<file path="src/rtl/reaction_pkg.sv">
// rtl/reaction_pkg.sv - shared constants, enums and helpers for reaction_stats
// Build option: STATS_WORST_EN adds the worst-time display mode (modes 0..3);
// without it the display mode cycles LAST -> BEST -> AVG -> LAST.
package reaction_pkg;

    localparam int TIME_W = 14;

    typedef enum logic [1:0] {
        MODE_LAST  = 2'd0,
        MODE_BEST  = 2'd1,
        MODE_AVG   = 2'd2,
        MODE_WORST = 2'd3
    } disp_mode_e;

    typedef enum logic [1:0] {
        ST_IDLE   = 2'd0,
        ST_UPDATE = 2'd1,
        ST_DIVIDE = 2'd2
    } stat_state_e;

    function automatic disp_mode_e next_mode(input disp_mode_e m);
`ifdef STATS_WORST_EN
        return disp_mode_e'(m + 2'd1);
`else
        return (m == MODE_AVG) ? MODE_LAST : disp_mode_e'(m + 2'd1);
`endif
    endfunction

endpackage

</file>
<file path="src/rtl/stats_div.sv">
// rtl/stats_div.sv - sequential restoring divider for the trial average
// Ports:
//   clk, rst_n       clock, asynchronous active-low reset
//   clear            abort any divide in progress
//   start            load dividend/divisor and begin (SUM_W iterations)
//   dividend[SUM_W]  window sum
//   divisor[CNT_W]   window entry count (never zero when started)
//   quotient[WIDTH]  floor(dividend/divisor), valid when done pulses
//   done             one-cycle pulse after the last iteration
module stats_div #(
    parameter int WIDTH = 14,
    parameter int SUM_W = 17,
    parameter int CNT_W = 4
) (
    input  logic             clk,
    input  logic             rst_n,
    input  logic             clear,
    input  logic             start,
    input  logic [SUM_W-1:0] dividend,
    input  logic [CNT_W-1:0] divisor,
    output logic [WIDTH-1:0] quotient,
    output logic             done
);

    localparam int IT_W = $clog2(SUM_W + 1);

    logic [SUM_W-1:0] quo_q, quo_d;
    logic [CNT_W-1:0] dsr_q, dsr_d;
    logic [CNT_W:0]   rem_q, rem_d;
    logic [IT_W-1:0]  iter_q, iter_d;
    logic             busy_q, busy_d;
    logic             done_q, done_d;
    logic [CNT_W+1:0] trial_rem;
    logic [CNT_W+1:0] trial_diff;

    always_comb begin
        quo_d  = quo_q;
        dsr_d  = dsr_q;
        rem_d  = rem_q;
        iter_d = iter_q;
        busy_d = busy_q;
        done_d = 1'b0;
        // Shift the next dividend bit into the partial remainder; the top
        // bit of the difference is the borrow that decides restore/keep.
        trial_rem  = {rem_q, quo_q[SUM_W-1]};
        trial_diff = trial_rem - {2'b00, dsr_q};
        if (clear) begin
            busy_d = 1'b0;
            iter_d = '0;
        end else if (start) begin
            quo_d  = dividend;
            dsr_d  = divisor;
            rem_d  = '0;
            iter_d = IT_W'(SUM_W);
            busy_d = 1'b1;
        end else if (busy_q) begin
            if (!trial_diff[CNT_W+1]) begin
                rem_d = trial_diff[CNT_W:0];
                quo_d = {quo_q[SUM_W-2:0], 1'b1};
            end else begin
                rem_d = trial_rem[CNT_W:0];
                quo_d = {quo_q[SUM_W-2:0], 1'b0};
            end
            iter_d = iter_q - IT_W'(1);
            if (iter_q == IT_W'(1)) begin
                busy_d = 1'b0;
                done_d = 1'b1;
            end
        end
    end

    always_ff @(posedge clk or negedge rst_n) begin
        if (!rst_n) begin
            quo_q  <= '0;
            dsr_q  <= '0;
            rem_q  <= '0;
            iter_q <= '0;
            busy_q <= 1'b0;
            done_q <= 1'b0;
        end else begin
            quo_q  <= quo_d;
            dsr_q  <= dsr_d;
            rem_q  <= rem_d;
            iter_q <= iter_d;
            busy_q <= busy_d;
            done_q <= done_d;
        end
    end

    // Quotient never exceeds the largest stored time, so the low bits suffice.
    assign quotient = quo_q[WIDTH-1:0];
    assign done     = done_q;

endmodule

</file>
<file path="src/rtl/reaction_stats.sv">
// rtl/reaction_stats.sv - sliding-window reaction-time statistics and display select
// Build option: STATS_WORST_EN adds the worst register and display mode 3.
// Ports:
//   clk, rst_n               clock, asynchronous active-low reset
//   trial_valid, rect_time   completed trial and its time (accepted when ready)
//   overflow                 trial timed out: counted in miss_cnt, not stored
//   mode_btn                 advance display mode (any state)
//   clear                    discard all statistics, keep display mode
//   ready                    trial_valid will be accepted this cycle
//   disp_time, disp_mode     selected value and which value it is
//   trial_cnt, miss_cnt      window occupancy, overflow count (both saturate)
//   stats_valid              average reflects the current window
module reaction_stats
    import reaction_pkg::*;
#(
    parameter int WIDTH = TIME_W,
    parameter int DEPTH = 8,
    parameter int CNT_W = $clog2(DEPTH) + 1
) (
    input  logic             clk,
    input  logic             rst_n,
    input  logic             trial_valid,
    input  logic [WIDTH-1:0] rect_time,
    input  logic             overflow,
    input  logic             mode_btn,
    input  logic             clear,
    output logic             ready,
    output logic [WIDTH-1:0] disp_time,
    output logic [1:0]       disp_mode,
    output logic [CNT_W-1:0] trial_cnt,
    output logic [3:0]       miss_cnt,
    output logic             stats_valid
);

    localparam int SUM_W = WIDTH + $clog2(DEPTH);
    localparam int PTR_W = $clog2(DEPTH);

    stat_state_e      state_q, state_d;
    disp_mode_e       mode_q, mode_d;
    logic [WIDTH-1:0] last_q, last_d;
    logic [WIDTH-1:0] best_q, best_d;
`ifdef STATS_WORST_EN
    logic [WIDTH-1:0] worst_q, worst_d;
`endif
    logic [WIDTH-1:0] avg_q, avg_d;
    logic [SUM_W-1:0] sum_q, sum_d;
    logic [CNT_W-1:0] cnt_q, cnt_d;
    logic [3:0]       miss_q, miss_d;
    logic [PTR_W-1:0] ptr_q, ptr_d;
    logic [WIDTH-1:0] ring_q [DEPTH];
    logic [WIDTH-1:0] ring_d [DEPTH];
    logic             valid_q, valid_d;
    logic [WIDTH-1:0] disp_q, disp_d;

    logic [WIDTH-1:0] evicted;
    logic             div_start;
    logic [WIDTH-1:0] div_quot;
    logic             div_done;

    always_comb begin
        state_d   = state_q;
        mode_d    = mode_q;
        last_d    = last_q;
        best_d    = best_q;
`ifdef STATS_WORST_EN
        worst_d   = worst_q;
`endif
        avg_d     = avg_q;
        sum_d     = sum_q;
        cnt_d     = cnt_q;
        miss_d    = miss_q;
        ptr_d     = ptr_q;
        ring_d    = ring_q;
        valid_d   = valid_q;
        disp_d    = disp_q;
        div_start = 1'b0;
        // Once the window is full, the slot about to be overwritten is the oldest.
        evicted   = ring_q[ptr_q];

        if (mode_btn) begin
            mode_d = next_mode(mode_q);
        end

        if (clear) begin
            state_d = ST_IDLE;
            last_d  = '0;
            best_d  = '1;
`ifdef STATS_WORST_EN
            worst_d = '0;
`endif
            avg_d   = '0;
            sum_d   = '0;
            cnt_d   = '0;
            miss_d  = '0;
            ptr_d   = '0;
            valid_d = 1'b0;
            disp_d  = '0;
            for (int i = 0; i < DEPTH; i++) begin
                ring_d[i] = '0;
            end
        end else begin
            if (cnt_q == '0) begin
                disp_d = '0;
            end else begin
                case (mode_q)
                    MODE_LAST:  disp_d = last_q;
                    MODE_BEST:  disp_d = best_q;
                    MODE_AVG:   disp_d = avg_q;
`ifdef STATS_WORST_EN
                    MODE_WORST: disp_d = worst_q;
`endif
                    default:    disp_d = '0;
                endcase
            end

            case (state_q)
                ST_IDLE: begin
                    if (trial_valid) begin
                        if (overflow) begin
                            if (miss_q != 4'hF) begin
                                miss_d = miss_q + 4'd1;
                            end
                        end else begin
                            last_d  = rect_time;
                            state_d = ST_UPDATE;
                        end
                    end
                end
                ST_UPDATE: begin
                    ring_d[ptr_q] = last_q;
                    ptr_d = ptr_q + PTR_W'(1);
                    if (cnt_q == CNT_W'(DEPTH)) begin
                        sum_d = sum_q - SUM_W'(evicted) + SUM_W'(last_q);
                    end else begin
                        sum_d = sum_q + SUM_W'(last_q);
                        cnt_d = cnt_q + CNT_W'(1);
                    end
                    if (last_q < best_q) begin
                        best_d = last_q;
                    end
`ifdef STATS_WORST_EN
                    if (last_q > worst_q) begin
                        worst_d = last_q;
                    end
`endif
                    valid_d   = 1'b0;
                    div_start = 1'b1;
                    state_d   = ST_DIVIDE;
                end
                ST_DIVIDE: begin
                    if (div_done) begin
                        avg_d   = div_quot;
                        valid_d = 1'b1;
                        state_d = ST_IDLE;
                    end
                end
                default: state_d = ST_IDLE;
            endcase
        end
    end

    always_ff @(posedge clk or negedge rst_n) begin
        if (!rst_n) begin
            state_q <= ST_IDLE;
            mode_q  <= MODE_LAST;
            last_q  <= '0;
            best_q  <= '1;
`ifdef STATS_WORST_EN
            worst_q <= '0;
`endif
            avg_q   <= '0;
            sum_q   <= '0;
            cnt_q   <= '0;
            miss_q  <= '0;
            ptr_q   <= '0;
            valid_q <= 1'b0;
            disp_q  <= '0;
            for (int i = 0; i < DEPTH; i++) begin
                ring_q[i] <= '0;
            end
        end else begin
            state_q <= state_d;
            mode_q  <= mode_d;
            last_q  <= last_d;
            best_q  <= best_d;
`ifdef STATS_WORST_EN
            worst_q <= worst_d;
`endif
            avg_q   <= avg_d;
            sum_q   <= sum_d;
            cnt_q   <= cnt_d;
            miss_q  <= miss_d;
            ptr_q   <= ptr_d;
            valid_q <= valid_d;
            disp_q  <= disp_d;
            for (int i = 0; i < DEPTH; i++) begin
                ring_q[i] <= ring_d[i];
            end
        end
    end

    // Divider takes the post-update sum and count in the same cycle they are
    // written, so it starts without waiting for the registers to settle.
    stats_div #(
        .WIDTH (WIDTH),
        .SUM_W (SUM_W),
        .CNT_W (CNT_W)
    ) u_div (
        .clk      (clk),
        .rst_n    (rst_n),
        .clear    (clear),
        .start    (div_start),
        .dividend (sum_d),
        .divisor  (cnt_d),
        .quotient (div_quot),
        .done     (div_done)
    );

    assign ready       = (state_q == ST_IDLE);
    assign disp_time   = disp_q;
    assign disp_mode   = mode_q;
    assign trial_cnt   = cnt_q;
    assign miss_cnt    = miss_q;
    assign stats_valid = valid_q;

endmodule

</file>
<file path="config.mk">
export PLATFORM = sky130hd
export DESIGN_NAME = reaction_stats
export DESIGN_NICKNAME = d
export VERILOG_FILES = /design/src/rtl/reaction_pkg.sv /design/src/rtl/stats_div.sv /design/src/rtl/reaction_stats.sv
export SDC_FILE = /design/constraint.sdc
export NUM_CORES = 1
export LEC_CHECK = 0
export BUFFER_PORTS_ARGS = -buffer_cell sky130_fd_sc_hd__clkbuf_2
export CAP_MARGIN = 40
export CORE_MARGIN = 1.5
export CORE_UTILIZATION = 56
export DETAILED_ROUTE_END_ITERATION = 6
export PLACE_DENSITY_LB_ADDON = 0.05
export SYNTH_ARGS = -nofsm -noshare
export SYNTH_HDL_FRONTEND = slang
export SYNTH_SLANG_ARGS = --single-unit
</file>
<file path="constraint.sdc">
create_clock -name clk -period 5.6 [get_ports clk]
set_clock_uncertainty 0.1 [all_clocks]
set_input_delay 0.56 -clock clk [delete_from_list [all_inputs] [get_ports clk]]
set_output_delay 0.56 -clock clk [all_outputs]
set_load 0.03 [all_outputs]
</file>
== After elaboration in Yosys (flattened, before gate mapping) ==
Cells that the tools add are included.
W data, S select, Z words.

* Input port bits: 20
* Latch bits: 0
* Memory bits (writable): 0
* Memory bits (read-only): 0
* Output and inout bits: 26
* Bits in registers: 234
* Memories: 0

* Shifts and indexed selects: 0
* Add/subtract/negate cells: 9
* Multiply operators: 0
* Divide/modulo/power cells: 0
* Order comparisons: 3
* Reductions and logical operators: 23
* Mux-type cells: 62
* Equal/unequal tests: 11
* Bitwise gates (word level): 2

{| class="wikitable"
|+ Operators with widths
! kind !! number
|-
| $mux W112 || 2
|-
| $mux W14 || 15
|-
| $bwmux W112 || 1
|-
| $mux W17 || 5
|-
| $bmux W14 S3 || 1
|-
| $demux W14 S3 || 1
|-
| $pmux W14 S3 || 1
|-
| $add A17 B14 Y17 || 2
|-
| $mux W4 || 8
|-
| $mux W5 || 6
|-
| $reduce_bool A2 Y1 || 9
|-
| $sub A17 B14 Y17 || 1
|-
| $lt A14 B14 Y1 || 1
|-
| $mux W1 || 13
|-
| $mux W2 || 5
|-
| $reduce_and A2 Y1 || 5
|-
| $add A4 B1 Y4 const B || 2
|-
| $mux W3 || 2
|-
| $ne A3 B3 Y1 const B || 2
|-
| $pmux W2 S3 || 1
|-
| $reduce_and A3 Y1 || 2
|-
| $reduce_bool A3 Y1 || 2
|-
| $sub A6 B4 Y6 || 1
|-
| $eq A5 B1 Y1 const B || 1
|-
| other kinds (18) || 21
|}

== Logic depth before layout (Yosys ltp) ==
* Depth after elaboration: 10
* Gate-level depth with buffers: 18
* Depth with buffers taken out: 16

== By module ==
From an unflattened synthesis, not the netlist that was laid out.

* Cells, all modules: 1520
* Area, all modules: 13489.2 sq um

{| class="wikitable"
|+ Modules (own cells, without submodules)
! module !! area an instance (sq um) !! cells an instance !! instances
|-
| reaction_stats || 11680.0 || 1338 || 1
|-
| stats_div || 1809.2 || 182 || 1
|}

== Worst setup path after synthesis ==
Ideal clock, no wire load.

* Kind: flip-flop to flip-flop
* From: register ptr_q[0]
* To: register u_div.quo_q[12]
* Slack: 1460 ps
* Required time: 5377 ps
* Stages on the path, launching flop included: 18
* Arrival: 3917 ps
* Path buffers: 2
* Period minus slack after synthesis: 4140 ps
* Path through: dfrtp_1 buf_2 buf_2 mux2_2 a22oi_1 nand2_1 o21ai_0 o21ai_0 fa_1 inv_1 fa_1 a211oi_2 o21ai_1 a31o_1 a21oi_1 xnor2_1 mux2_2 o221a_1

* Cells in the longest elaborated chain, start to end: 10

{| class="wikitable"
|+ RTL lines
! what !! RTL line !! RTL
|-
| from (decl) || reaction_stats.sv:49 || <nowiki>logic [PTR_W-1:0] ptr_q, ptr_d;</nowiki>
|-
| from (signal assigned) || reaction_stats.sv:193 || <nowiki>ptr_q <= ptr_d;</nowiki>
|-
| $not A3 Y4 (implied by the code) || reaction_stats.sv:78 || <nowiki>evicted = ring_q[ptr_q];</nowiki>
|-
| $bmux W14 S3 || reaction_stats.sv:78 ||
|-
| $mux W14 (implied by the code) (2 in a row) || reaction_stats.sv:78 ||
|-
| $sub A17 B14 Y17 || reaction_stats.sv:133 || <nowiki>sum_d = sum_q - SUM_W'(evicted) + SUM_W'(last_q);</nowiki>
|-
| $add A17 B14 Y17 || reaction_stats.sv:133 ||
|-
| $mux W17 || reaction_stats.sv:132 || <nowiki>if (cnt_q == CNT_W'(DEPTH)) begin</nowiki>
|-
| $mux W17 || reaction_stats.sv:116 || <nowiki>case (state_q)</nowiki>
|-
| $mux W17 || reaction_stats.sv:84 || <nowiki>if (clear) begin</nowiki>
|-
| $mux W17 || stats_div.sv:50 || <nowiki>end else if (start) begin</nowiki>
|-
| to (signal assigned) || stats_div.sv:81 || <nowiki>quo_q <= quo_d;</nowiki>
|-
| to (decl) || stats_div.sv:27 || <nowiki>logic [SUM_W-1:0] quo_q, quo_d;</nowiki>
|}

No other way between the ends. The select of a mux whose other input is x is not followed.
A chain may end at the register's enable or synchronous reset.

== Worst setup path in the final report ==
* From: register ptr_q[2]
* To: register u_div.quo_q[14]

Same word-level chain as after synthesis.

==> qor.csv <==
metric,value,unit
Max-Cap Viols,0,
Slowest cell on crit path,dfrtp_1,
Tcrit/Tclk final,0.831,
synth unique cells,66,
final setup vio count,0,
register area share after synthesis,0.456,
initial antenna violation count,0,
GPL Wtd Cong,0.971,
endpoints failing hold,27,
core area,22600,µm²
Peak VDD IR,0.258,mV
Root Driver,clkbuf_16,
WL/cell,23.6,µm
dpl cell area,13500,µm²
R2R setup slack,950,ps
std cell rows,55,
crit-path max FO,22,
Starting Density,0.570,
clk_lat worst skew,530,ps
CP Cell Sequence,buf_4 > mux2_2 > a22oi_1 > nor2_1 > a221o_1 > ha_1 > inv_1 > ha_1 > fa_1 > a211oi_2 > o21bai_1 > o22ai_1 > o21ai_0 > a221o_1 > o211ai_1 > a211o_1,
CTS tree,built,
# IOs,46,
Synth Flop Type,dfrtp_1,
IO buf count,45,
largest net degree at the start of global routing,130,
Pwr per Cell Area,320,nW/µm²
Finished Cell Area,14400,µm²
Antenna Cells,0,
CTS sink cnt,234,
Arrival @ worst endpoint,5030,ps
Num CTS Buffers,25,
CP Capture Type,flop,
HP Class,input port to asynchronous set/reset pin,
DIE AREA,23900,µm²
Die W,155,µm
nets@finish,1379,
cts hold-fix bufs,0,
Post-synth EDFFs,0,
vias in the first global route,9870,
clk slew on worst S/H paths,70,ps
mapped cell area,12900,µm²
status,"complete, but fails checks",
vias,10200,
maximum clock rate,215,MHz
final setup TNS,0,ps
antenna-violating nets left,0,
Layout fillers,1887,
"Slew Viols, Final",0,
yosys warns,0,
total leakage power,0.00708,µW
maximum clock path buffer count,3,
grt total ovfl,0,
kind of critical path,flop to flop,
Hold WS,-59.6,ps
CP peak stage delay,850,ps
Yosys top cell area share,0.428,
Worst Max-Slew Pin Slew,921,ps
mean number of vias per cell,6.39,
Pre-antenna DRT Iters,6,
layout cell share with drive strength beyond 1,0.152,
initial DRC count,962,
final core occ,0.640,
first-pass GRT wire length,58.8,mm
failing checks,negative hold slack,
post-synthesis to final-layout area growth,12.2,%
"top cells by area, synth","dfrtp_1 43%, a22o_1 8.6%, ha_1 5.3%, a21oi_1 3.2%, dfstp_2 2.9%",
post-synthesis cell count,1259,
Die H,155,µm
Post-Synthesis Net Count,1350,
Routed WL,37.6,mm
Post-CTS Resized,0,
GRT Util Overall,0.322,
worst relative slew slack,0.382,
Worst Setup Start Kind,flop,
Post-CTS Setup Bufs,0,
async set-or-reset flop fraction in the synthesized netlist,1.00,
"Min Clock Period, post-route",4650,ps
detailed placer's ending HPWL,26.0,mm
Yosys top cell by area,dfrtp_1,
drt drc,0,
RSZ-0062 raised after global routing,no,
Yosys reg bits,234,
CTS H-Tree Depth,1,
Critical Path RT,5980,ps
Synth Area per Inst,10.2,µm²
-- cell usage after synthesis, types with 9 or more instances --
cell and count:
mux2i_1 30, ha_1 55, o211ai_2 13, nand2b_1 9, xnor2_1 24, mux2_2 17, a211oi_1 17, and3_1 12
nand3_1 17, a22o_1 127, dfrtp_1 220, buf_1 11, a221oi_1 9, a21oi_1 83, o21ai_0 50, nor2_1 94
dfstp_2 14, nor3_1 14, inv_1 96, a22oi_1 12, fa_1 16, buf_2 11, xor2_1 20, a21o_1 20
clkbuf_1 63, nand2_1 97
-- report_power, final --
group	internal, µW	switching, µW
clock	1210	697
combinational	329	492
sequential	1790	110
total	3320	1300
-- logic make-up (layout without fill, tap and decap cells) --
kind of cell / after synthesis / after routing / synth area share
compound gates: 402 / 402 / 0.236
simple gates: 268 / 268 / 0.0910
flops: 234 / 234 / 0.456
buf+inv: 185 / 232 / 0.0562
fa+ha+maj: 71 / 71 / 0.0784
mux: 55 / 55 / 0.0522
xor+xnor: 44 / 44 / 0.0299
-- routing by layer --
layer,routed length (µm),global-route usage,up-vias
met3,2910,0.0482,50
met4,883,0.0856,0
met2,16400,0.480,453
met5,0,0,-
met1,17400,0.493,5082
li1,-,-,4574
-- path summary, 6_finish.rpt --
path | start | endpoint | cells past startpoint
max | ptr_q[2]$_DFFE_PN0P_ | u_div.quo_q[14]$_DFFE_PN0P_ | 16
min | rst_n | ring_q[64]$_DFFE_PN0P_ | 1
max reg2reg | ptr_q[2]$_DFFE_PN0P_ | u_div.quo_q[14]$_DFFE_PN0P_ | 16
min reg2reg | stats_valid$_DFFE_PN0P_ | stats_valid$_DFFE_PN0P_ | 1
max in group asynchronous | rst_n | sum_q[16]$_DFF_PN0_ | 2
min in group clk | rect_time[12] | last_q[12]$_DFFE_PN0P_ | 3
-- per-stage QoR --
stage | power [µW] | setup slack (ps) | cells
2_1_floorplan | 2480 | 1460 | 1259
3_3_place_gp | 2710 | 1080 | 1538
3_5_place_dp | 2730 | 1070 | 1546
4_1_cts | 4640 | 1010 | 1591
5_1_grt | 4810 | 679 | 1591
6_report | 4620 | 946 | 1591
-- layout by cell type, fill, tap and decap left out, types with 16 or more instances in the layout --
master       n
buf_4       37
clkbuf_16   25
dfrtp_1    220
nand3_1     17
a211oi_1    17
clkbuf_2    44
nor2_1      93
xnor2_1     24
o21ai_0     50
a22o_1     127
xor2_1      20
mux2_2      17
mux2i_1     30
ha_1        55
inv_1       96
nand2_1     97
a21oi_1     83
a21o_1      20
fa_1        16
-- flip-flops by register name (all words and copies together) (netlist names), 4 cells and up --
signal,flops
ring_q,112
u_div.quo_q,17
u_div.dsr_q,4
last_q,14
disp_time,14
sum_q,17
avg_q,14
trial_cnt,4
best_q,14
u_div.iter_q,5
u_div.rem_q,5
miss_cnt,4
-- worst max-delay path: cells and delay by family (launching register included) --
| family | cells | cell delay [ps] |
|---|---|---|
| AOI/OAI and AO/OA | 9 | 1960 |
| adders and majority gates | 3 | 920 |
| buffers and inverters | 2 | 360 |
| DFF | 1 | 850 |
| muxes | 1 | 350 |
| and+or+nand+nor | 1 | 60 |
-- final cells by class --
type / instances / area (µm²) / area share
clock inverter: 10 / 225 / 0.0156
timing repair buffer: 89 / 612 / 0.0424
clock buffer: 35 / 713 / 0.0494
multi-input combinational: 840 / 6290 / 0.436
inverter: 98 / 368 / 0.0255
sequential: 234 / 5870 / 0.407
tap: 285 / 357 / 0.0247
No activity file was read; power rests on OpenSTA's default activity.
